### src/rtl/flex_down_counter.sv
// Loadable down-counter / interval timer with one-shot or periodic terminal-count behaviour.
// Periodic reload is present only when FLEX_DOWN_CNT_AUTO_RELOAD_EN is defined; otherwise one-shot only.
module flex_down_counter #(
  parameter int NUM_CNT_BITS = 4
) (
  input  logic                    clk,
  input  logic                    n_rst,
  input  logic                    clear,
  input  logic                    load,
  input  logic [NUM_CNT_BITS-1:0] load_val,
  input  logic                    count_enable,
  input  logic                    auto_reload,
  output logic [NUM_CNT_BITS-1:0] count_out,
  output logic                    busy,
  output logic                    done,
  output logic                    expired
);

  localparam logic [1:0] ST_IDLE = 2'd0;
  localparam logic [1:0] ST_RUN  = 2'd1;
  localparam logic [1:0] ST_DONE = 2'd2;

  logic [1:0]              state_q, state_d;
  logic [NUM_CNT_BITS-1:0] count_q, count_d;
  logic                    expired_q, expired_d;
  logic [NUM_CNT_BITS-1:0] reload_q;

`ifdef FLEX_DOWN_CNT_AUTO_RELOAD_EN
  logic [NUM_CNT_BITS-1:0] reload_d;
  logic                    periodic;

  assign periodic = auto_reload;

  always_ff @(posedge clk or negedge n_rst) begin
    if (!n_rst) begin
      reload_q <= '0;
    end else begin
      reload_q <= reload_d;
    end
  end

  always_comb begin
    reload_d = reload_q;
    if (clear) begin
      reload_d = '0;
    end else if (load) begin
      reload_d = load_val;
    end
  end
`else
  logic periodic;
  logic unused_cfg;

  // Without the reload register every terminal count is one-shot.
  assign reload_q   = '0;
  assign periodic   = 1'b0;
  assign unused_cfg = auto_reload ^ (|reload_q);
`endif

  always_comb begin
    state_d   = state_q;
    count_d   = count_q;
    expired_d = 1'b0;
    if (clear) begin
      state_d = ST_IDLE;
      count_d = '0;
    end else if (load) begin
      count_d = load_val;
      state_d = (load_val != '0) ? ST_RUN : ST_IDLE;
    end else if (state_q == ST_RUN && count_enable) begin
      // count_q is never 0 in RUN, so anything not above 1 is the terminal value.
      if (count_q > NUM_CNT_BITS'(1)) begin
        count_d = count_q - NUM_CNT_BITS'(1);
      end else begin
        expired_d = 1'b1;
        if (periodic) begin
          count_d = reload_q;
        end else begin
          count_d = '0;
          state_d = ST_DONE;
        end
      end
    end
  end

  always_ff @(posedge clk or negedge n_rst) begin
    if (!n_rst) begin
      state_q   <= ST_IDLE;
      count_q   <= '0;
      expired_q <= 1'b0;
    end else begin
      state_q   <= state_d;
      count_q   <= count_d;
      expired_q <= expired_d;
    end
  end

  assign count_out = count_q;
  assign busy      = (state_q == ST_RUN);
  assign done      = (state_q == ST_DONE);
  assign expired   = expired_q;

endmodule

### config.mk
export PLATFORM = sky130hd
export DESIGN_NAME = flex_down_counter
export DESIGN_NICKNAME = d
export VERILOG_FILES = /design/src/rtl/flex_down_counter.sv
export SDC_FILE = /design/constraint.sdc
export NUM_CORES = 1
export LEC_CHECK = 0
export ABC_AREA = 1
export CORE_AREA = 2 2 39 41
export DETAILED_ROUTE_END_ITERATION = 8
export DIE_AREA = 0 0 41 43
export HOLD_SLACK_MARGIN = 0.03
export PLACE_DENSITY = 0.65
export SLEW_MARGIN = 25
export SYNTH_ARGS = -nofsm -noshare
export SYNTH_HDL_FRONTEND = slang
export SYNTH_SLANG_ARGS = --single-unit
export TNS_END_PERCENT = 100
### constraint.sdc
create_clock -name clk -period 1.3 [get_ports clk]
set_input_delay 0.26 -clock clk [delete_from_list [all_inputs] [get_ports clk]]
set_output_delay 0.26 -clock clk [all_outputs]
set_load 0.03 [all_outputs]
==> flow_metrics.env <==
export IMPL_stdcell_area_um2=698.2
export IMPL_area_growth_pct=50.81
export IMPL_use_met1_pct=18.67
export IMPL_ys_seq_elements=7
export IMPL_period_minus_slack_ns=1.243
export IMPL_crit_type="reg -> out"
export IMPL_finalCritPeriodShare_pct=95.59
export IMPL_maxSlewViolCount=0
export IMPL_die_y_um=43
export IMPL_netlist_instances=67
export IMPL_grt_pass1_vias=375
export IMPL_final_setup_viol_count=0
export IMPL_dp_hpwl_um=766.1
export IMPL_synth_top_family_by_area="simple AND/OR/NAND/NOR gates"
export IMPL_row_count=14
export IMPL_rr_startpoint="count_out[0]"
export IMPL_arrival_ns=0.98
export IMPL_gp_congestion=0.7509
export IMPL_met2_usage_pct=15.31
export IMPL_avgSynthCellArea_um2=6.910
export IMPL_met3_usage_pct=3.141
export IMPL_clockRootBuffer="clkbuf_4"
export IMPL_layout_commonest_cell="nand2_1"
export IMPL_critPathLaunchType="flip-flop"
export IMPL_top_usage_layer="met1"
export IMPL_end_kind="primary output"
export IMPL_synth_compound_area_share_pct=8.919
export IMPL_yosysSeqAreaShare_pct=37.84
export IMPL_clk_pin_slew_ns=0.05
export IMPL_cap_violations=0
export IMPL_vias_per_cell=4.330
export IMPL_finalNetCount=103
export IMPL_drtAntennaViolNets=0
export IMPL_num_antenna_cells=0
export IMPL_clk_latency_ns=0.25
export IMPL_dp_cells=102
export IMPL_hold_path_class="in -> async"
export IMPL_mostFrequentLayoutCells="nand2_1 (17), inv_1 (13), nor2_1 (10), buf_4 (10), clkdlybuf4s50_1 (8)"
export IMPL_grt_pass1_wl_mm=1.518
export IMPL_vias=459
export IMPL_cts_buffer_depth=2
export IMPL_power_leakage_nw=0.3580
export IMPL_drive_gt1_share_pct=30.00
export IMPL_io_pin_count=17
export IMPL_dieArea_um2=1763
export IMPL_outcome="complete, no violations"
export IMPL_instances_no_fill=106
export IMPL_drt_iter0_markers=5
export IMPL_ys_types=11
export IMPL_cp_required_ns=1.04
export IMPL_wl_per_cell_um=8.868
export IMPL_fp_coreArea_um2=1384
export IMPL_synthSimpleGateAreaFrac_pct=34.59
export IMPL_clock_fmax_ghz=0.8048
export IMPL_worst_pin_slew_ns=0.3112
export IMPL_holdBufCountCts=0
export IMPL_antenna_found_initial=0
export IMPL_powerDensity_nw_per_um2=1072
export IMPL_hold_violations=0
export IMPL_worstSetupStartpoint="state_q[0]"
export IMPL_cts_num_sinks=7
export IMPL_drc=0
export IMPL_synthAdderAreaFrac_pct=5.405
export IMPL_r2r_slack_ns=0.06
export IMPL_crit_path_max_fanout=4
export IMPL_syn_cell_area_um2=462.9
export IMPL_start_util_pct=33.45
export IMPL_port_buffers=15
export IMPL_cts_tree="done"
export IMPL_yosysWarnings=0
export IMPL_synthMuxAreaShare_pct=0
export IMPL_dr_pass1_iters=4
export IMPL_die_w_um=41
export IMPL_clock_skew_ns=0.001411
export IMPL_track_usage_pct=13.40
export IMPL_ir_drop_mv=0.4419
export IMPL_cts_buffers=3
export IMPL_grt_max_degree=9
export IMPL_htree_levels=1
export IMPL_detailed_place_area_um2=653.1
export IMPL_max_slew_margin_pct=79.19
export IMPL_synth_nets=79
export IMPL_synthXorXnorAreaFrac_pct=1.892
export IMPL_gr_total_overflow=0
export IMPL_routed_wl_um=940
flip-flops by register name (all words and copies together), names as in the netlist:
| signal | flops |
|---|---|
| count_out | 4 |
| expired | 1 |
| state_q | 2 |
critical path: stages, from the launching register on:
cell	delay (ns)
dfrtp_1	0.40
inv_1	0.07
nor2_2	0.09
buf_4	0.17
power breakdown:
group | switching, W | total (W) | internal, W | leakage [nW]
Combinational | 0.000162 | 0.000285 | 0.000123 | 0.255
Clock | 0.0000818 | 0.000199 | 0.000117 | 0.0150
Sequential | 0.0000236 | 0.000265 | 0.000241 | 0.0883
Total | 0.000267 | 0.000748 | 0.000481 | 0.358
final cells by class:
type                       count  area [µm²]
clock buffer                   4       26.28
sequential                     7       177.7
fill                         144       685.7
timing repair buffer          19       163.9
multi-input combinational     46       257.7
tap                           16       20.02
inverter                      14       52.55
logic make-up (layout without fill, tap and decap cells):
logic type	after synthesis	count (layout)
buffers and inverters	14	37
AO/OA/AOI/OAI	6	6
flip-flops	7	7
XOR/XNOR	1	1
AND/OR/NAND/NOR	37	37
adder cells (fa/ha/maj)	2	2
stage by stage:
stage	total power (W)	setup TNS (ns)	hold slack [ns]	utilization (%)	setup slack, ns
after floorplan	0.0004217	0	-0.03559	-	0.02750
after global placement	0.0005310	-0.3736	0.5394	47.20	-0.1057
after detailed placement	0.0005367	-0.4441	0.5349	47.20	-0.1152
after CTS	0.0007439	0	0.2574	49.01	0.04985
after global routing	0.0007962	-0.04049	0.2785	50.45	-0.04049
final	0.0007484	0	0.2610	50.45	0.05739
path summary, 6_finish.rpt:
path	endpoint	cells after the start
min reg2reg	state_q[0]	2
min in group clk	state_q[0]	2
min	state_q[1]	1
max	busy	3
max reg2reg	count_out[2]	6
max in group asynchronous	count_out[1]	1
repair_timing:
action	in CTS	in global routing
buffers inserted	0	0
resized for setup	1	7
pin swaps	0	4
endpoints found under the setup margin	1	2
per-layer routing:
layer / up-vias / part of all wire (%)
li1: 246 / -
met1: 199 / 45
met2: 12 / 49
met3: 2 / 3.9
met4: 0 / 2.0
met5: - / 0
cells in the mapped netlist:
cell     instances  area share, %
a21oi_1          5            5.4
inv_1           14             11
nor2_4           2            4.9
dfrtp_1          7             38
xor2_1           1            1.9
nand4_1          1            1.4
a21oi_4          1            3.5
nand2_1         20             16
nand3_1          3            3.2
ha_1             2            5.4
nor2_1          11            8.9
Note: power is estimated with default switching activity, not from simulation.
